## config.mk

```make
export PLATFORM = sky130hd
export DESIGN_NAME = mem_port_arbiter_flat
export DESIGN_NICKNAME = d
export VERILOG_FILES = /design/src/rtl/mem_port_arbiter_if.sv /design/src/rtl/mem_port_arbiter.sv /design/src/flat_wrapper.sv
export SDC_FILE = /design/constraint.sdc
export NUM_CORES = 1
export LEC_CHECK = 0
export ABC_AREA = 0
export CAP_MARGIN = 40
export CELL_PAD_IN_SITES_DETAIL_PLACEMENT = 1
export CELL_PAD_IN_SITES_GLOBAL_PLACEMENT = 1
export CORE_ASPECT_RATIO = 1.25
export CORE_MARGIN = 1
export CORE_UTILIZATION = 10
export DETAILED_ROUTE_END_ITERATION = 8
export HOLD_SLACK_MARGIN = 0.08
export PLACE_DENSITY = 0.92
export SYNTH_ARGS = -nofsm -noshare
export SYNTH_HDL_FRONTEND = slang
export SYNTH_SLANG_ARGS = --single-unit
```

## constraint.sdc

```tcl
create_clock -name clk -period 5.25 [get_ports clk]
set_clock_uncertainty 0.2 [all_clocks]
set_input_delay 1.575 -clock clk [delete_from_list [all_inputs] [get_ports clk]]
set_output_delay 1.575 -clock clk [all_outputs]
set_load 0.05 [all_outputs]
```

## src/rtl/mem_port_arbiter_if.sv

```systemverilog
// mem_port_arbiter_if: fetch, data and memory-side signals of the two-requester memory port.
interface mem_port_arbiter_if;
    logic        if_req;
    logic [31:0] if_addr;
    logic        if_gnt;
    logic        if_rvalid;
    logic [31:0] if_rdata;
    logic        d_req;
    logic [31:0] d_addr;
    logic [3:0]  d_we;
    logic [31:0] d_wdata;
    logic        d_gnt;
    logic        d_rvalid;
    logic [31:0] d_rdata;
    logic        mem_req;
    logic [31:0] mem_addr;
    logic [3:0]  mem_we;
    logic [31:0] mem_wdata;
    logic [31:0] mem_rdata;

    modport slave (
        input  if_req, if_addr, d_req, d_addr, d_we, d_wdata, mem_rdata,
        output if_gnt, if_rvalid, if_rdata, d_gnt, d_rvalid, d_rdata,
               mem_req, mem_addr, mem_we, mem_wdata
    );

    modport master (
        output if_req, if_addr, d_req, d_addr, d_we, d_wdata, mem_rdata,
        input  if_gnt, if_rvalid, if_rdata, d_gnt, d_rvalid, d_rdata,
               mem_req, mem_addr, mem_we, mem_wdata
    );
endinterface

```

## src/rtl/mem_port_arbiter.sv

```systemverilog
// mem_port_arbiter: data-priority arbiter for one single-cycle memory port with fetch anti-starvation.
module mem_port_arbiter #(
    parameter int STARVE_LIMIT = 4
) (
    input logic               clk,
    input logic               reset,
    mem_port_arbiter_if.slave bus
);
    typedef enum logic [1:0] {IDLE, BUSY_IF, BUSY_D} state_t;

    localparam logic [3:0] LIMIT = 4'(STARVE_LIMIT);

    state_t     state_q, state_d;
    logic [3:0] starve_q, starve_d;
    logic       starved, if_gnt, d_gnt, rsp_if, rsp_d;

    always_comb begin
        starved  = bus.if_req && (starve_q == LIMIT);
        if_gnt   = reset && bus.if_req && (!bus.d_req || starved);
        d_gnt    = reset && bus.d_req && !starved;
        state_d  = if_gnt ? BUSY_IF : d_gnt ? BUSY_D : IDLE;
        // Any cycle without a waiting fetch, or a fetch grant, ends the starvation window.
        starve_d = (!bus.if_req || if_gnt) ? 4'd0
                 : (d_gnt && starve_q != LIMIT) ? starve_q + 4'd1 : starve_q;
        // Responses are gated by reset so an access in flight at reset is discarded.
        rsp_if   = reset && (state_q == BUSY_IF);
        rsp_d    = reset && (state_q == BUSY_D);
    end

    always_ff @(posedge clk) begin
        if (!reset) begin
            state_q  <= IDLE;
            starve_q <= 4'd0;
        end else begin
            state_q  <= state_d;
            starve_q <= starve_d;
        end
    end

    assign bus.if_gnt    = if_gnt;
    assign bus.d_gnt     = d_gnt;
    assign bus.mem_req   = if_gnt || d_gnt;
    assign bus.mem_addr  = d_gnt ? bus.d_addr : if_gnt ? bus.if_addr : 32'd0;
    assign bus.mem_we    = d_gnt ? bus.d_we : 4'd0;
    assign bus.mem_wdata = d_gnt ? bus.d_wdata : 32'd0;
    assign bus.if_rvalid = rsp_if;
    assign bus.if_rdata  = rsp_if ? bus.mem_rdata : 32'd0;
    assign bus.d_rvalid  = rsp_d;
    assign bus.d_rdata   = rsp_d ? bus.mem_rdata : 32'd0;
endmodule

```

## src/flat_wrapper.sv

```systemverilog
// flat-port wrapper written by rule: the top's interface ports become plain ports
module mem_port_arbiter_flat 
#(
    parameter int STARVE_LIMIT = 4
)
  (clk, reset, bus_if_req, bus_if_addr, bus_d_req, bus_d_addr, bus_d_we, bus_d_wdata, bus_mem_rdata, bus_if_gnt, bus_if_rvalid, bus_if_rdata, bus_d_gnt, bus_d_rvalid, bus_d_rdata, bus_mem_req, bus_mem_addr, bus_mem_we, bus_mem_wdata);
  mem_port_arbiter_if bus_i ();
  input logic clk;
  input logic reset;
  input wire logic [$bits(bus_i.if_req)-1:0] bus_if_req;
  input wire logic [$bits(bus_i.if_addr)-1:0] bus_if_addr;
  input wire logic [$bits(bus_i.d_req)-1:0] bus_d_req;
  input wire logic [$bits(bus_i.d_addr)-1:0] bus_d_addr;
  input wire logic [$bits(bus_i.d_we)-1:0] bus_d_we;
  input wire logic [$bits(bus_i.d_wdata)-1:0] bus_d_wdata;
  input wire logic [$bits(bus_i.mem_rdata)-1:0] bus_mem_rdata;
  output wire logic [$bits(bus_i.if_gnt)-1:0] bus_if_gnt;
  output wire logic [$bits(bus_i.if_rvalid)-1:0] bus_if_rvalid;
  output wire logic [$bits(bus_i.if_rdata)-1:0] bus_if_rdata;
  output wire logic [$bits(bus_i.d_gnt)-1:0] bus_d_gnt;
  output wire logic [$bits(bus_i.d_rvalid)-1:0] bus_d_rvalid;
  output wire logic [$bits(bus_i.d_rdata)-1:0] bus_d_rdata;
  output wire logic [$bits(bus_i.mem_req)-1:0] bus_mem_req;
  output wire logic [$bits(bus_i.mem_addr)-1:0] bus_mem_addr;
  output wire logic [$bits(bus_i.mem_we)-1:0] bus_mem_we;
  output wire logic [$bits(bus_i.mem_wdata)-1:0] bus_mem_wdata;
  assign bus_i.if_req = bus_if_req;
  assign bus_i.if_addr = bus_if_addr;
  assign bus_i.d_req = bus_d_req;
  assign bus_i.d_addr = bus_d_addr;
  assign bus_i.d_we = bus_d_we;
  assign bus_i.d_wdata = bus_d_wdata;
  assign bus_i.mem_rdata = bus_mem_rdata;
  assign bus_if_gnt = bus_i.if_gnt;
  assign bus_if_rvalid = bus_i.if_rvalid;
  assign bus_if_rdata = bus_i.if_rdata;
  assign bus_d_gnt = bus_i.d_gnt;
  assign bus_d_rvalid = bus_i.d_rvalid;
  assign bus_d_rdata = bus_i.d_rdata;
  assign bus_mem_req = bus_i.mem_req;
  assign bus_mem_addr = bus_i.mem_addr;
  assign bus_mem_we = bus_i.mem_we;
  assign bus_mem_wdata = bus_i.mem_wdata;
  mem_port_arbiter #(.STARVE_LIMIT(STARVE_LIMIT)) u_core (.clk(clk), .reset(reset), .bus(bus_i));
endmodule
```

==> flow_metrics.py, run 1 <==
metrics = {
    "routing": {
        "drt-total-wl_um": 10620,
        "dr_total_vias": 2433,
        "routedWlPerCell_um": 17.50,
        "ant_nets": 0,
        "drt_iter0_markers": 28,
        "firstDrtPassIters": 4,
        "drc_errors": 0,
        "vias_per_cell": 4.008,
    },
    "sta": {
        "setup_ws_ps": 96.49,
        "grt_setup_unrepaired": "false",
        "slew_headroom_pct": 79.55,
        "min_period_ps": 5154,
        "slew_viol_final": 0,
        "setup_viol": 0,
        "hold_violations": 0,
        "post-route-period-util_pct": 98.16,
        "worst_slew_pin_slew_ps": 305.8,
        "fmax_mhz": 194.0,
        "setup_tns_ps": 0,
    },
    "critical_path": {
        "worst_path_largest_cell_delay_ps": 600,
        "cp-end-kind": "output pin",
        "r2r_start": "u_core.starve_q[0]",
        "r2r_cells": 5,
        "r2r_end": "u_core.starve_q[1]",
        "required_ps": 3480,
        "crit_chain": "clkdlybuf4s50_1, nand2_1, a21oi_4, buf_12, a22o_1, buf_12",
        "cp-start-kind": "primary input",
        "critPathMaxFanout": 29,
        "cp_slowest_cell": "clkdlybuf4s50_1",
        "critPathKind": "in2out",
        "r2r_setup_slack_ps": 3810,
        "cp.arrival_ps": 3380,
        "cp_common_cell": "buf_12",
    },
    "final_layout": {
        "multi_input_area_mm2": 0.001074,
        "nets": 582,
        "final_layout_size_suffix_gt1_share_pct": 33.48,
        "fin_util_pct": 45.70,
        "seqCellArea_um2": 120.1,
        "fillerInstances": 1277,
        "final_cell_mix": "138 x buf_12, 135 x clkdlybuf4s50_1, 100 x and2_1, 32 x a22o_1, 6 x dfxtp_1",
        "area_delta_synth_final_pct": 340.3,
        "final_common_cell": "buf_12",
    },
    "clocking": {
        "postCtsHoldBufs": 0,
        "cts_buffers": 3,
        "clk_latency_ps": 240,
        "clkSinkCount": 6,
        "cts_tree": "built",
        "clockRootBuffer": "clkbuf_16",
        "cts_resized": 0,
        "cts_buffer_depth": 2,
        "clk_pin_slew_ps": 30,
        "htreeDepth": 1,
        "cts_setup_buffers": 0,
    },
    "synthesis": {
        "yosysWarnings": 0,
        "ys_seq_area_share_pct": 9.384,
        "syn_inst": 178,
        "synth_cell_types": 21,
        "ys_ff_latch": 6,
        "synth_area_mm2": 0.001280,
        "syn_avg_cell_area_um2": 7.191,
        "syn_nets": 316,
    },
    "die": {
        "ioPinCount": 273,
        "die_w_um": 103.2,
        "die_h_um": 128.5,
        "start_util_pct": 10.38,
        "core_mm2": 0.01233,
        "rows": 45,
        "die-area_mm2": 0.01326,
    },
    "placed_design": {
        "pre_cts_slack_ps": 133.6,
        "io_buffers": 272,
        "hpwl_um": 9625,
        "place.gp.congestion": 0.7590,
    },
    "global_routing": {
        "first_global_vias": 2705,
        "grt.overflow.total": 0,
        "grt_pass1_wl_um": 15150,
        "antenna_found_initial": 1,
        "grt_max_degree": 40,
        "gr-usage-all-layers_pct": 15.27,
    },
    "outcome": {
        "status": "complete, no violations",
    },
    "power_and_ir_drop": {
        "powerDensity_mw_per_mm2": 114.2,
        "peakVddDrop_v": 0.00009820,
        "leakage_nw": 2.281,
    },
    "hold_path": {
        "hold_path_end": "u_core.starve_q[0]",
        "hold_depth": 1,
        "holdCritPathClass": "reg2reg",
        "hp-start": "u_core.starve_q[0]",
    },
    "flow_run": {
        "cap_violations": 0,
    },
}
-- per-stage QoR --
stage | power [mW] | area (um2) | instances | hold slack, ps
after global placement | 0.5111 | 5558 | 603 | 272.9
final | 0.6433 | 5635 | 607 | 302.0
after CTS | 0.6487 | 5633 | 606 | 305.5
after floorplan | 0.2279 | 1280 | 178 | 253.4
after detailed placement | 0.5201 | 5558 | 603 | 300.1
after global routing | 0.6619 | 5633 | 606 | 332.2
-- how the worst max path moves through the flow --
stage	startpoint	endpoint	slack (ps)	depth (start not counted)
finish	reset	bus_mem_addr[2]	100	6
global route	reset	bus_mem_addr[2]	8	6
CTS	reset	bus_mem_addr[2]	90	6
detailed placement	reset	bus_mem_addr[2]	130	6
global placement	reset	bus_mem_addr[2]	210	6
floorplan	bus_if_req	bus_mem_wdata[25]	540	4
-- per-layer routing --
metal / track usage, % / up-vias / part of all wire (%)
li1: - / 1130 / -
met1: 14.18 / 1099 / 32
met2: 31.33 / 197 / 54
met3: 5.649 / 7 / 13
met4: 2.071 / 0 / 0.66
met5: 0 / - / 0
-- flip-flops by register name, summed over array words and instances (netlist names) --
| signal | cells |
|---|---|
| u_core.state_q | 2 |
| u_core.starve_q | 4 |
-- kinds of logic after synthesis --
family / Yosys count / synth area share (%)
buffers and inverters: 20 / 7.331
AO/OA/AOI/OAI: 37 / 25.71
flip-flops: 6 / 9.385
XOR/XNOR: 2 / 1.369
adder cells (fa/ha/maj): 2 / 1.955
AND/OR/NAND/NOR: 111 / 54.25
-- power breakdown --
group	switching, mW	leakage, nW	total [mW]	internal [mW]
clock network	0.0289	0.0370	0.127	0.0980
logic	0.219	2.19	0.469	0.250
registers	0.000776	0.0489	0.0478	0.0470
-- critical path, delay by kind of cell --
kind                   cells  cell delay, ps
buffers and inverters      3             990
AOI/OAI and AO/OA          2             570
and+or+nand+nor            1             240
-- layout make-up --
cell class                 count  share of cell area (%)
antenna                        1                 0.04441
clock buffer                   3                   1.332
inverter                       4                  0.2664
multi-input combinational    152                   19.05
sequential                     6                   2.131
tap                          164                   3.641
timing repair buffer         277                   73.53
-- Yosys cell counts --
library cell	number	share of area, %
and2_1	100	49
a22o_1	32	22
clkbuf_1	11	3.2
dfxtp_1	6	9.4
inv_1	4	1.2
nor3_1	4	1.6
buf_2	3	1.2
nand2_1	3	0.88
buf_6	2	1.8
ha_1	2	2.0
a21oi_1	1	0.39
a21oi_2	1	0.68
and3b_1	1	0.68
nand3_1	1	0.39
nand3b_4	1	1.6
nor2_1	1	0.29
o211a_1	1	0.78
o211a_4	1	1.4
o21a_1	1	0.59
xnor2_1	1	0.68
xor2_1	1	0.68
No activity file was read; power rests on OpenSTA's default activity.
==> inputs of run 2 (changes only) <==
- ABC_AREA: 0 -> 1
- CORE_UTILIZATION: 10 -> 13
- MAX_ROUTING_LAYER: default -> met4
- PLACE_DENSITY: 0.92 -> 0.95
==> run 2 against run 1 <==
Compared with the run above: die area increased by 1.9%; hold slack got worse by 28 ps; critical endpoint is now bus_mem_addr[15]; worst setup slack improved by 160 ps; core utilization increased by 1.4 points; sequential share of layout area decreased by 0.13 points; critical path depth increased by 3; fmax increased by 3.2%; non-clock buffer count increased by 2.
==> flow_metrics.py, run 2 <==
metrics = {
    "sta": {
        "post-route-period-util_pct": 95.10,
        "hold_violations": 0,
        "setup_tns_ps": 0,
        "slew_viol_final": 0,
        "slew_headroom_pct": 58.18,
        "setup_viol": 0,
        "min_period_ps": 4993,
        "worst_slew_pin_slew_ps": 625.0,
        "setup_ws_ps": 257.1,
        "fmax_mhz": 200.3,
        "grt_setup_unrepaired": "false",
    },
    "power_and_ir_drop": {
        "peakVddDrop_v": 0.00009341,
        "pwr-share-comb_pct": 74.3,
        "power.switching_mw": 0.2787,
        "powerDensity_mw_per_mm2": 112.2,
        "internal-power_mw": 0.3935,
        "switching_share_pct": 41.46,
        "leakage_nw": 2.787,
        "sequentialPowerShare_pct": 7.1,
        "clock_power_share_pct": 18.6,
    },
    "synthesis": {
        "synth_largest_area_cell": "inv_1",
        "yosysWarnings": 0,
        "synth_area_mm2": 0.001695,
        "synthArstFlopShare_pct": 0,
        "syn_nets": 465,
        "synth_edf_count": 0,
        "ys_seq_area_share_pct": 7.085,
        "synth_top_area_share_pct": 17.71,
        "synthFlopType": "dfxtp_1",
        "synth_cell_types": 20,
        "synth.area.top_cells": "inv_1 18%, nor2_1 17%, nand2_1 13%",
        "yosysMostFrequentCell": "inv_1",
        "synth_common_cells": "80 x inv_1, 77 x nor2_1, 60 x nand2_1",
        "syn_avg_cell_area_um2": 5.185,
        "ys_ff_latch": 6,
        "syn_inst": 327,
    },
    "final_layout": {
        "final_common_cell": "buf_12",
        "nets": 730,
        "largest-register": "u_core.starve_q",
        "final_layout_size_suffix_gt1_share_pct": 32.20,
        "fin_util_pct": 47.09,
        "final_cell_mix": "139 x buf_12, 135 x clkdlybuf4s50_1, 80 x inv_1, 77 x nor2_1, 60 x nand2_1",
        "area_delta_synth_final_pct": 253.3,
        "fillerInstances": 1433,
        "reg_top3": "u_core.starve_q (4), u_core.state_q (2)",
        "largest_reg_flops": 4,
        "diodes": 0,
    },
    "global_routing": {
        "gr-usage-all-layers_pct": 16.75,
        "grt.overflow.total": 0,
        "grt_pass1_wl_um": 17150,
        "grt_max_degree": 35,
        "first_global_vias": 3291,
        "antenna_found_initial": 0,
    },
    "clocking": {
        "clk_pin_slew_ps": 30,
        "postCtsHoldBufs": 0,
        "cts_setup_buffers": 0,
        "cts_buffer_depth": 2,
        "clk_latency_ps": 230,
        "clockRootBuffer": "clkbuf_16",
        "clkSinkCount": 6,
        "cts_resized": 0,
        "htreeDepth": 1,
        "cts_tree": "built",
        "cts_buffers": 3,
    },
    "placed_design": {
        "pre_cts_slack_ps": 226.2,
        "hpwl_um": 10460,
        "io_buffers": 272,
        "place.gp.congestion": 0.7526,
    },
    "routing": {
        "firstDrtPassIters": 4,
        "ant_nets": 0,
        "vias_per_cell": 4.015,
        "drc_errors": 0,
        "dr_total_vias": 3043,
        "routedWlPerCell_um": 15.37,
        "drt-total-wl_um": 11650,
        "drt_iter0_markers": 64,
    },
    "hold_path": {
        "holdCritPathClass": "reg2reg",
    },
    "die": {
        "start_util_pct": 13.33,
        "die_w_um": 104.1,
        "core_mm2": 0.01272,
        "die_h_um": 129.7,
        "die-area_mm2": 0.01350,
        "ioPinCount": 273,
        "rows": 46,
    },
    "outcome": {
        "status": "complete, no violations",
    },
    "critical_path": {
        "cp-end-kind": "output pin",
        "cp.arrival_ps": 3220,
        "critPathMaxFanout": 20,
        "required_ps": 3480,
        "critPathKind": "in2out",
        "cp-start-kind": "primary input",
    },
    "flow_run": {
        "cap_violations": 0,
    },
}
==> run 2: cell count changes after synthesis, moves of 6 or more <==
cell      previous run  this run
inv_1                4        80
a22o_1              32         0
nor2_4               0        20
nor2_2               0         9
buf_2                3         9
nand2_2              0        12
clkbuf_1            11         0
nand3_1              1        35
and2_1             100         0
nand2_1              3        60
nor2_1               1        77
==> run 2: final timing paths <==
check                     start                  to  slack (ps)  cells past startpoint
min          u_core.starve_q[0]  u_core.starve_q[0]         270                      1
max reg2reg  u_core.starve_q[0]  u_core.starve_q[1]        3370                      7
max                       reset    bus_mem_addr[15]         260                      9
min reg2reg  u_core.starve_q[0]  u_core.starve_q[0]         270                      1
==> run 2: per-stage QoR <==
stage / total power [mW] / hold WS [ps] / area, um2 / std cells
floorplan: 0.2603 / 229.6 / 1695 / 327
global placement: 0.5393 / 252.5 / 5914 / 755
detailed placement: 0.5513 / 268.1 / 5914 / 755
CTS: 0.6791 / 278.3 / 5989 / 758
global route: 0.6978 / 311.5 / 5989 / 758
finish: 0.6722 / 273.7 / 5989 / 758
==> run 2: critical path, cell delays in order <==
cell and delay (ps):
clkdlybuf4s50_1 570, nand2_2 100, clkinv_1 80, nand2_4 130, inv_2 100, buf_4 280, nand2_1 100, nand2_1 120
buf_12 150
==> run 2: per-layer routing <==
layer	part of all wire (%)	vias to the layer above	track usage, %
met1	32	1406	14.58
met5	0	-	-
met2	60	172	36.08
met3	5.8	19	2.716
li1	-	1446	-
met4	2.2	0	4.874
==> run 2: cells by family (layout without fill, tap and decap cells) <==
group	Yosys count	in the layout	share of synthesized area, %
AOI/OAI and AO/OA	1	1	0.2949
xor gates and xnor gates	1	1	0.5167
adders and majority gates	2	2	1.476
buffers and inverters	102	365	28.27
DFF	6	6	7.085
and+or+nand+nor	215	215	62.36
==> run 2: cell type report <==
type / instances / area, um2 / share of cell area, %
sequential: 6 / 120.1 / 2.005
multi-input combinational: 219 / 1101 / 18.38
clock buffer: 3 / 75.07 / 1.253
inverter: 83 / 311.5 / 5.202
tap: 168 / 210.2 / 3.510
timing repair buffer: 279 / 4172 / 69.65
==> run 2: power groups by stage <==
stage,sequential [mW],combinational [mW],clock (mW)
after global routing,0.0479,0.519,0.131
after detailed placement,0.0485,0.503,0
final,0.0479,0.499,0.125
after floorplan,0.0482,0.212,0
after global placement,0.0484,0.491,0
after CTS,0.0479,0.504,0.127
==> inputs of run 3 (changes only) <==
- GPL_TIMING_DRIVEN: default -> 0
==> run 3 against run 2 <==
Compared with the run above: first-iteration DRC count grew 14%; hold slack worse by 4.6 ps; routed wire length is 18% lower; critical path depth shrank 2; via count shrank 3.3%; die area unchanged; final cell count grew 1.6%; sequential share of layout area up 0.69 points; non-clock buffer count increased by 12; largest cell class unchanged.
==> flow_metrics.py, run 3 (synthesis gave the netlist of run 2 again) <==
metrics = {
    "final_layout": {
        "largest_reg_flops": 4,
        "fin_util_pct": 34.97,
        "nets": 742,
        "final_common_cell": "clkdlybuf4s50_1",
        "diodes": 0,
        "area_delta_synth_final_pct": 162.4,
        "design_area_mm2": 0.004448,
        "final_cells": 770,
        "final_layout_size_suffix_gt1_share_pct": 16.11,
        "largest-register": "u_core.starve_q",
        "final_cell_mix": "136 x clkdlybuf4s50_1, 88 x dlygate4sd2_1, 80 x inv_1, 77 x nor2_1, 60 x nand2_1",
        "reg_top3": "u_core.starve_q (4), u_core.state_q (2)",
    },
    "critical_path": {
        "cp-start-kind": "primary input",
        "cp_common_cell": "nor2_1",
        "critPathKind": "in2out",
        "r2r_cells": 7,
        "r2r_end": "u_core.state_q[1]",
        "required_ps": 3480,
        "cp_num_buf_inv": 4,
        "cp.arrival_ps": 3350,
        "critPathMaxFanout": 10,
        "cpLargestDelayFamily": "buffers and inverters",
        "cp-end-kind": "output pin",
        "cp.depth": 7,
        "worst_path_largest_cell_delay_ps": 560,
        "cp_slowest_cell": "clkdlybuf4s50_1",
        "r2r_setup_slack_ps": 3740,
        "r2r_start": "u_core.starve_q[0]",
        "crit_chain": "clkdlybuf4s50_1, inv_1, nor2_1, nand2_1, buf_2, nor2_1, dlygate4sd2_1",
    },
    "die": {
        "start_util_pct": 13.33,
        "ioPinCount": 273,
        "rows": 46,
        "die-area_mm2": 0.01350,
        "core_mm2": 0.01272,
        "die_h_um": 129.7,
        "die_w_um": 104.1,
    },
    "power_and_ir_drop": {
        "peakVddDrop_v": 0.0001227,
        "powerDensity_mw_per_mm2": 122.0,
        "power_mw": 0.5426,
        "leakage_nw": 2.698,
    },
    "clocking": {
        "clk_pin_slew_ps": 30,
        "cts_setup_buffers": 0,
        "htreeDepth": 1,
        "cts_buffer_depth": 2,
        "cts_buffers": 3,
        "clkSinkCount": 6,
        "clk_latency_ps": 230,
        "cts_tree": "built",
        "clockRootBuffer": "clkbuf_16",
    },
    "placed_design": {
        "place_area_mm2": 0.004628,
        "place.gp.congestion": 0.7341,
        "io_buffers": 272,
        "placedCellCount": 767,
        "hpwl_um": 8501,
        "pre_cts_slack_ps": -295.5,
    },
    "sta": {
        "holdWs_ps": 269.0,
        "setup_viol": 0,
        "setup_tns_ps": 0,
        "hold_violations": 0,
        "min_period_ps": 5121,
        "setup_ws_ps": 129.0,
        "slew_viol_final": 0,
        "post-route-period-util_pct": 97.54,
        "worst_slew_pin_slew_ps": 531.6,
        "fmax_mhz": 195.3,
        "slew_headroom_pct": 64.70,
        "grt_setup_unrepaired": "false",
    },
    "routing": {
        "ant_nets": 0,
        "vias_per_cell": 3.821,
        "drc_errors": 0,
        "routedWlPerCell_um": 12.34,
        "dr_total_vias": 2942,
        "firstDrtPassIters": 4,
        "drt-total-wl_um": 9504,
        "drt_iter0_markers": 73,
    },
    "global_routing": {
        "antenna_found_initial": 0,
        "grt_pass1_wl_um": 14540,
        "grt_max_degree": 11,
        "gr-usage-all-layers_pct": 13.76,
        "first_global_vias": 2951,
        "grt.overflow.total": 0,
    },
    "hold_path": {
        "hold_depth": 1,
        "holdCritPathClass": "reg2reg",
        "hold_path_end": "u_core.starve_q[0]",
        "hp-start": "u_core.starve_q[0]",
    },
    "flow_run": {
        "cap_violations": 0,
    },
    "outcome": {
        "status": "complete, no violations",
    },
}
==> run 3: what timing repair did <==
action,4_1_cts,5_1_grt
hold buffers,0,0
gates resized for setup,131,79
pin swaps,0,0
endpoints found under the setup margin,130,48
==> run 3: worst max-delay path by stage <==
| stage | from | endpoint | slack, ps |
|---|---|---|---|
| floorplan | reset | bus_d_rdata[22] | 880 |
| global placement | reset | bus_d_rdata[12] | -270 |
| detailed placement | reset | bus_d_rdata[12] | -300 |
| CTS | reset | bus_d_rdata[31] | 8 |
| global route | reset | bus_d_rdata[25] | 0.7 |
| finish | reset | bus_d_rdata[25] | 130 |
==> run 3: cell type report <==
cell class              instances  area [um2]
plain buffers                  19       167.7
fillers                      1658        8272
inverters                      83       311.5
well taps                     168       210.2
flip-flops and latches          6       120.1
multi-input cells             219        1096
clock buffers                   3       75.07
repair buffers                272        2467
==> run 3: power breakdown <==
part | internal [mW] | switching [mW]
Combinational | 0.149 | 0.225
Clock | 0.0976 | 0.0237
Sequential | 0.0470 | 0.000785
==> run 3: layer usage <==
metal  vias to the layer above  wire [um]  GRT usage (%)
met4                         0         10         0.7563
li1                       1473          -              -
met5                         -          0              -
met3                         2        635          2.565
met2                       158       5348          27.96
met1                      1309       3509          14.22
==> RTL edit, RTL diff (settings of run 1) <==
Encoding of `state_t`: now one-hot (3 bits for 3 states).
--- a/src/rtl/mem_port_arbiter.sv
+++ b/src/rtl/mem_port_arbiter.sv
@@ -6,7 +6,7 @@
     input logic               reset,
     mem_port_arbiter_if.slave bus
 );
-    typedef enum logic [1:0] {IDLE, BUSY_IF, BUSY_D} state_t;
+    typedef enum logic [2:0] {IDLE = 3'b001, BUSY_IF = 3'b010, BUSY_D = 3'b100} state_t;
 
     localparam logic [3:0] LIMIT = 4'(STARVE_LIMIT);
 
Check against the original RTL: same outputs for any inputs over 10 cycles, from zero or initial values and one cycle with reset low; not proved beyond that.
==> RTL edit against run 1 <==
Count of clock-buffer cells in the layout up 1. Sequential cell count grew 1. Sequential power grew 17%. Register-to-register slack improved by 40 ps. Synthesized cell count is 0.56% higher. Fmax up 0.70%. Power shrank 6.5%. Via count fell by 2.3%. Area after synthesis rose by 2.3%. Routed wire length down 6.3%. First-iteration DRC count decreased by 7.1%. Setup slack better by 36 ps. Final area is 0.33% higher.
==> RTL edit: results (changes against run 1) <==
* Status: complete, no violations
* FF-to-FF Start: u_core.starve_q[0]$_SDFFE_PP0P_
* Post-Layout Cell Count at 611 (+0.66%)
* Met3 Wirelength at 1.15 mm (-18%)
* Leakage at 0.00227 uW (-0.33%)
* CTS Buffer Depth at 2 (unchanged)
* RR Endpoint: u_core.starve_q[2]$_SDFFE_PP0P_
* Worst-path cell with the longest stage delay: o211a_4
* Syn Area/Cell at 7.32 um^2 (+1.8%)
* Setup Buffers After CTS at 0 (unchanged)
* Hold depth at 1 (unchanged)
* Worst slew margin at 54.2% (-25 points)
* Num CTS Buffers at 3 (unchanged)
* Worst path max stage delay at 660 ps (+60 ps)
* Syn_nets at 317 (+0.32%)
* Sw frac at 36.2% (-2.4 points)
* Top sig layer: met4
* First-pass GRT wire length at 14.8 mm (-2.1%)
* Hold Path End: u_core.starve_q[0]$_SDFFE_PP0P_
* Top cells by area, synth: and2_1 (48%), a22o_1 (21%), dfxtp_1 (11%), clkbuf_1 (2.6%), and4bb_2 (1.9%)
* Hold Crit Start: u_core.starve_q[0]$_SDFFE_PP0P_
* Critical path's top delay family: compound AO/OA/AOI/OAI gates
* R2R cell count at 5 (unchanged)
* Number of global-route vias before repair at 2,620 (-3.1%)
* Commonest cells post-synth: and2_1 (100), a22o_1 (32), clkbuf_1 (9)
* Root buffer cell: clkbuf_16
* Worst R2R Setup Slack at 3850 ps (+40 ps)
* Ant. Diodes at 0 (-1)
* Met2 WL post-DR at 5.35 mm (-6.1%)
* Number of distinct library cells after synthesis at 21 (unchanged)
* Port bufs at 272 (unchanged)
* YS warnings at 0 (unchanged)
* Clock Latency Late Sink at 230 ps
* Largest net degree at the start of global routing at 70 (+75%)
* Initial antenna violation count at 0 (-1)
* Max rail drop VDD at 0.101 mV (+2.6%)
* Drt total wl at 9.95 mm (-6.3%)
* GRT Total Usage at 14.1% (-1.2 points)
* DRT iter0 DRCs at 26 (-7.1%)
* Critical Path Fanout Max at 69 (+140%)
* Sequential element share of the synthesized area at 10.7% (+1.3 points)
* Clock-pin transition on the worst setup and hold timing paths at 30 ps (about the same)
* Post-DP HPWL at 8.90 mm (-7.6%)
* WL met1 at 3.34 mm (-3.0%)
* Nets at 582 (unchanged)
* Ratio of cells with drive above 1 in the final layout at 33.6% (+0.15 points)
* Biggest regs: u_core.starve_q: 4 flops, u_core.state_q: 3 flops
* H-tree depth at 1 (unchanged)
* Via count at 2,378 (-2.3%)
* Final Wtd Congestion at 0.846 (+11%)
* Post_cts resized at 0 (unchanged)
==> RTL edit: through the flow <==
stage	setup WS, ps	hold WS, ps	area, um^2	util [%]	total power, uW
2_1_floorplan	536	230	1310	-	214
3_3_place_gp	216	236	5580	43.8	470
3_5_place_dp	103	256	5580	43.8	478
4_1_cts	104	270	5650	44.5	611
5_1_grt	6.60	288	5650	44.5	626
6_report	133	261	5650	44.5	602
==> RTL edit: layout make-up <==
cell class,instances,area [um^2]
fillers,1334,7070
repair buffers,276,4140
multi-input cells,151,1070
well taps,168,210
flip-flops and latches,7,140
clock buffers,4,78.8
inverters,5,18.8
==> RTL edit: power groups by stage <==
stage          logic [uW]  registers, uW  clock network (uW)
4_1_cts               423           56.0                 132
3_3_place_gp          413           56.6                   0
2_1_floorplan         157           56.5                   0
5_1_grt               434           56.2                 136
6_report              417           56.0                 129
3_5_place_dp          421           56.8                   0
==> RTL edit: worst max-delay path by stage <==
| stage | start | end | slack (ps) | cells past startpoint |
|---|---|---|---|---|
| floorplan | reset | bus_d_rdata[22] | 540 | 3 |
| global placement | bus_d_req | bus_mem_addr[8] | 220 | 4 |
| detailed placement | bus_d_req | bus_mem_addr[22] | 100 | 4 |
| CTS | bus_d_req | bus_mem_addr[22] | 100 | 4 |
| global route | bus_d_req | bus_mem_addr[7] | 7 | 4 |
| finish | reset | bus_mem_addr[7] | 130 | 4 |
==> RTL edit: kinds of logic after synthesis <==
logic type                 Yosys count  synth area share [%]
AOI/OAI and AO/OA                   37                  24.9
xor gates and xnor gates             2                  1.34
adders and majority gates            2                  1.91
buffers and inverters               21                  7.64
DFF                                  7                  10.7
and+or+nand+nor                    110                  53.5
==> RTL edit: layer usage <==
metal / vias up / GRT usage (%)
met2: 188 / 27.2
met1: 1055 / 14.1
li1: 1129 / -
met5: - / 0
met3: 6 / 5.99
met4: 0 / 2.69
